**config.mk**
```make
export PLATFORM = sky130hd
export DESIGN_NAME = eth_out_arb
export DESIGN_NICKNAME = d
export VERILOG_FILES = /design/src/rtl/eth_out_arb.sv
export SDC_FILE = /design/constraint.sdc
export NUM_CORES = 1
export LEC_CHECK = 0
export ABC_AREA = 1
export CAP_MARGIN = 40
export CORE_MARGIN = 2
export CORE_UTILIZATION = 45
export DETAILED_ROUTE_END_ITERATION = 10
export PLACE_DENSITY_LB_ADDON = 0.1
export SLEW_MARGIN = 40
export SYNTH_ARGS = -nofsm -noshare
export SYNTH_HDL_FRONTEND = slang
export SYNTH_SLANG_ARGS = --single-unit
```
**constraint.sdc**
```tcl
create_clock -name clk -period 2.1 [get_ports clk]
set_clock_uncertainty 0.15 [all_clocks]
set_input_delay 0.42 -clock clk [delete_from_list [all_inputs] [get_ports clk]]
set_output_delay 0.42 -clock clk [all_outputs]
set_load 0.03 [all_outputs]
```
**src/rtl/eth_out_arb.sv**
```systemverilog
// Packet-granular round-robin arbiter: two input-queue readers share one registered output port.
// Grants hold from SOP to EOP; over-length packets are cut and orphan words are drained in IDLE.
module eth_out_arb #(
   parameter int MAX_PKT_WORDS = 64,
   parameter int CNT_W         = 16
) (
   input  logic             clk,
   input  logic             resetN,
   input  logic [1:0]       inValid,
   input  logic [33:0]      inData0,
   input  logic [33:0]      inData1,
   output logic [1:0]       inReady,
   output logic             outValid,
   output logic [31:0]      outData,
   output logic             outSop,
   output logic             outEop,
   input  logic             outReady,
   output logic             busy,
   output logic             grantIdx,
   output logic [CNT_W-1:0] pktCnt0,
   output logic [CNT_W-1:0] pktCnt1,
   output logic             errLen,
   output logic             errSop
);

   localparam int WCW = (MAX_PKT_WORDS > 1) ? $clog2(MAX_PKT_WORDS) : 1;
   localparam logic [WCW-1:0] LAST_WC = WCW'(MAX_PKT_WORDS - 1);

   typedef enum logic {IDLE = 1'b0, XFER = 1'b1} state_t;

   state_t           state_q, state_d;
   logic             grant_q, grant_d;
   logic             last_q, last_d;
   logic [WCW-1:0]   wc_q, wc_d;
   logic             ov_q, ov_d;
   logic [31:0]      od_q, od_d;
   logic             os_q, os_d;
   logic             oe_q, oe_d;
   logic [CNT_W-1:0] c0_q, c0_d;
   logic [CNT_W-1:0] c1_q, c1_d;
   logic             elen_q, elen_d;
   logic             esop_q, esop_d;

   logic [1:0]       sop;
   logic [1:0]       cand;
   logic [1:0]       ready;
   logic [33:0]      gword;
   logic             acc_ok;
   logic             accept;

   // Handshake: an input word moves when inValid[i] && inReady[i]; the output word
   // moves when outValid && outReady. The output register refills in the same cycle it drains.
   always_comb begin
      sop     = {inData1[32], inData0[32]};
      cand    = inValid & sop;
      gword   = grant_q ? inData1 : inData0;
      acc_ok  = !ov_q || outReady;
      state_d = state_q;
      grant_d = grant_q;
      last_d  = last_q;
      wc_d    = wc_q;
      ov_d    = ov_q;
      od_d    = od_q;
      os_d    = os_q;
      oe_d    = oe_q;
      c0_d    = c0_q;
      c1_d    = c1_q;
      elen_d  = 1'b0;
      esop_d  = 1'b0;
      ready   = 2'b00;
      accept  = 1'b0;

      if (ov_q && outReady) ov_d = 1'b0;

      case (state_q)
         IDLE: begin
            // Non-SOP heads are orphans; they are discarded while the SOP waits a bubble.
            ready  = inValid & ~sop;
            esop_d = |(inValid & ~sop);
            if (cand != 2'b00) begin
               state_d = XFER;
               grant_d = (cand == 2'b11) ? ~last_q : cand[1];
            end
         end
         XFER: begin
            ready  = grant_q ? {acc_ok, 1'b0} : {1'b0, acc_ok};
            accept = inValid[grant_q] && acc_ok;
            if (accept) begin
               ov_d = 1'b1;
               od_d = gword[31:0];
               os_d = gword[32];
               oe_d = gword[33];
               wc_d = wc_q + 1'b1;
               if (gword[33] || wc_q == LAST_WC) begin
                  oe_d    = 1'b1;
                  elen_d  = !gword[33];
                  state_d = IDLE;
                  last_d  = grant_q;
                  wc_d    = '0;
                  if (grant_q) begin
                     if (c1_q != '1) c1_d = c1_q + 1'b1;
                  end else begin
                     if (c0_q != '1) c0_d = c0_q + 1'b1;
                  end
               end
            end
         end
         default: state_d = IDLE;
      endcase

      inReady = resetN ? ready : 2'b00;
   end

   always_ff @(posedge clk) begin
      if (!resetN) begin
         state_q <= IDLE;
         grant_q <= 1'b0;
         last_q  <= 1'b1;
         wc_q    <= '0;
         ov_q    <= 1'b0;
         od_q    <= '0;
         os_q    <= 1'b0;
         oe_q    <= 1'b0;
         c0_q    <= '0;
         c1_q    <= '0;
         elen_q  <= 1'b0;
         esop_q  <= 1'b0;
      end else begin
         state_q <= state_d;
         grant_q <= grant_d;
         last_q  <= last_d;
         wc_q    <= wc_d;
         ov_q    <= ov_d;
         od_q    <= od_d;
         os_q    <= os_d;
         oe_q    <= oe_d;
         c0_q    <= c0_d;
         c1_q    <= c1_d;
         elen_q  <= elen_d;
         esop_q  <= esop_d;
      end
   end

   assign outValid = ov_q;
   assign outData  = od_q;
   assign outSop   = os_q;
   assign outEop   = oe_q;
   assign busy     = (state_q == XFER);
   assign grantIdx = grant_q;
   assign pktCnt0  = c0_q;
   assign pktCnt1  = c1_q;
   assign errLen   = elen_q;
   assign errSop   = esop_q;

endmodule

```
==> results.yml, run 1 <==
outcome:
  status: "finished clean"
worst_setup_path:
  cp.arrival_ns: 1.48
  worst-setup-path-type: "reg2out"
  cp_cell_sequence: "clkdlybuf4s50_1"
  crit_buf_inv: 1
  cp_data_required_time_ns: 1.53
  critPathMaxStageDelay_ns: 0.71
  crit_fanout: 5
  r2r_slack_ns: 0.34
  critPathTopFamily: "buffers and inverters"
  critPathCaptureType: "primary output"
  slowest_stage: "clkdlybuf4s50_1"
  startpoint_type: "flop"
yosys:
  synth_area_per_cell_um2: 7.146
  synth_mux_area_share_pct: 0
  synth-seq-cells: 78
  ys_seq_area_share_pct: 39.66
  synth_compound_area_share_pct: 15.60
  synth_area_mm2: 0.003938
  synth_top_family_by_area: "simple AND/OR/NAND/NOR gates"
  syn_nets: 627
  ys_warn_count: 0
  yosys.area_share.simple_pct: 35.14
  synth_xor_area_share_pct: 1.335
  synth_cells: 551
  synth.distinct_cells: 32
  yosys.area_share.adder_pct: 0.9533
detailed_routing:
  ant_nets: 0
  num_vias: 4116
  viasPerCell: 5.050
  remaining_drc_errors: 0
  drt_pass1_iterations: 4
  routed_wl_um: 10200
  first_iter_violations: 141
  wl_per_cell_um: 12.52
timing:
  max_slew_margin_pct: 64.80
  fmax_ghz: 0.4884
  tightest_slew_ns: 0.5261
  period_needed_ns: 2.047
  hold_viol: 0
  slew_violations: 0
  finalSetupTns_ns: 0
  setup_viol: 0
  period_share_pct: 97.50
cts:
  clockBufferDepth: 2
  cts-root-buf: "clkbuf_8"
  clk_pin_slew_worst_paths_ns: 0.08
  insertion_delay_ns: 0.34
  cts_buffers: 9
  clock-sinks: 78
  cts_htree_levels: 3
  tritoncts: "done"
  cts.hold.buffers_added: 0
final_layout:
  antennaDiodeCount: 0
  final_nets: 781
  drive_above_1_share_pct: 13.01
  instances_no_fill: 815
  area_growth_pct: 46.20
floorplan:
  io_pins: 146
  fp-row-count: 34
  core_mm2: 0.008593
  start_util_pct: 45.82
  die_h_um: 97.54
  die_w_um: 97.54
  die_area_mm2: 0.009514
place:
  dpl.cell_count: 802
  io_buffers: 145
  dpl.hpwl_um: 7329
  finalWeightedCongestion: 0.8688
global_route:
  grt_pass1_vias: 3742
  grt_pass1_wl_um: 16750
  overflow: 0
  antenna_found_initial: 0
  grtUsageTotal_pct: 21.09
  grt_max_degree: 45
run:
  maxCapViolCount: 0
power:
  p_comb_share_pct: 21.2
  irDropWorstVdd_uv: 320.6
  cellPowerDensity_mw_per_mm2: 563.8
  leakage_nw: 2.369
  clockPowerShare_pct: 30.0
  switching_share_pct: 27.89
  seqPwrFrac_pct: 48.8
  p_switching_uw: 905.2
  power.internal_mw: 2.341
hold_path:
  min-delay-path-class: "in2reg"
-- cells in the mapped netlist (all sizes together) --
library cell	n	area share (%)
a211oi	1	0.32
a21oi	30	3.8
a31oi	34	5.4
buf	16	3.4
clkbuf	12	1.2
clkinv	2	0.22
dfxtp	78	40
ha	3	0.95
inv	26	2.5
nand2	160	15
nand3	35	6.4
nand4	14	2.2
nor2	87	11
nor3	1	0.13
nor3b	1	0.19
o21ai	44	5.9
o21bai	1	0.19
xor2	6	1.3
-- power groups by stage --
stage | Sequential, mW | Clock (mW) | Combinational (mW)
detailed placement | 1.62 | 0 | 0.686
floorplan | 1.74 | 0 | 0.231
global placement | 1.62 | 0 | 0.681
CTS | 1.58 | 1.00 | 0.688
global route | 1.59 | 1.06 | 0.740
finish | 1.58 | 0.975 | 0.687
-- routing by layer --
metal  share of wire, %  global-route usage [%]  vias to the layer above
met3                8.7                   6.978                       10
met5                  0                       0                        -
met2                 47                   35.01                      144
met1                 43                   25.49                     1828
met4                1.4                   7.585                        0
li1                   -                       -                     2134
-- through the flow --
step | util, % | area [um2] | power (mW) | hold WS [ns] | setup WS, ns
2_1_floorplan | - | 3938 | 1.969 | 0.2785 | 0.1410
3_3_place_gp | 64.74 | 5563 | 2.296 | 0.3206 | -0.03202
3_5_place_dp | 64.74 | 5563 | 2.301 | 0.3296 | -0.06842
4_1_cts | 66.58 | 5722 | 3.276 | 0.3427 | 0.003550
5_1_grt | 66.99 | 5757 | 3.392 | 0.2591 | -0.01334
6_report | 66.99 | 5757 | 3.246 | 0.2581 | 0.05251
-- kinds of logic (layout without fill, tap and decap cells) --
family,count (synthesis),count (layout)
and+or+nand+nor,298,298
AOI/OAI and AO/OA,110,110
DFF,78,78
buffers and inverters,56,212
xor gates and xnor gates,6,6
adders and majority gates,3,3
-- timing repair --
action | CTS | global route
endpoints found under the setup margin | 2 | 9
setup buffers | 0 | 0
resized for setup | 2 | 13
pin swaps | 0 | 3
gates cloned | 0 | 0
-- cell usage in the layout (no fill, tap or decap), types with 6 or more instances in the layout --
| master | count |
|---|---|
| a21oi_1 | 29 |
| a31oi_1 | 34 |
| buf_4 | 24 |
| clkbuf_8 | 11 |
| clkdlybuf4s50_1 | 131 |
| dfxtp_1 | 78 |
| dlymetal6s2s_1 | 8 |
| inv_1 | 19 |
| inv_2 | 7 |
| nand2_1 | 157 |
| nand3_1 | 23 |
| nand3_2 | 10 |
| nand4_1 | 14 |
| nor2_1 | 65 |
| nor2_2 | 15 |
| nor2_4 | 6 |
| o21ai_0 | 23 |
| o21ai_1 | 19 |
| xor2_1 | 6 |
-- worst paths after layout --
path | from | endpoint | depth (start not counted)
max | pktCnt0[9] | pktCnt0[9] | 1
min | outReady | outValid | 4
min reg2reg | last_q | last_q | 2
max reg2reg | wc_q[1] | pktCnt0[5] | 9
-- registers in the layout, summed over array words and instances (netlist names), 6 cells and up --
name	flops
wc_q	6
pktCnt1	16
outData	32
pktCnt0	16
-- area by class of cell --
| type | instances | area (um2) |
|---|---|---|
| fillers | 755 | 2836 |
| multi-input cells | 417 | 2096 |
| repair buffers | 171 | 1697 |
| flip-flops and latches | 78 | 1562 |
| clock buffers | 11 | 151.4 |
| well taps | 108 | 135.1 |
| inverters | 28 | 106.4 |
| clock inverters | 2 | 10.01 |
(Power assumes the default switching activity.)
==> run 2: changes to the inputs <==
CAP_MARGIN = 30   (was 40)
==> results of run 2 <==
The final DEF is identical to that of run 1; final timing and power are the same.
==> run 3: changes to the inputs <==
SKIP_LAST_GASP = 1   (was unset)
==> results of run 3 <==
The final DEF is identical to that of run 1; final timing and power are the same.
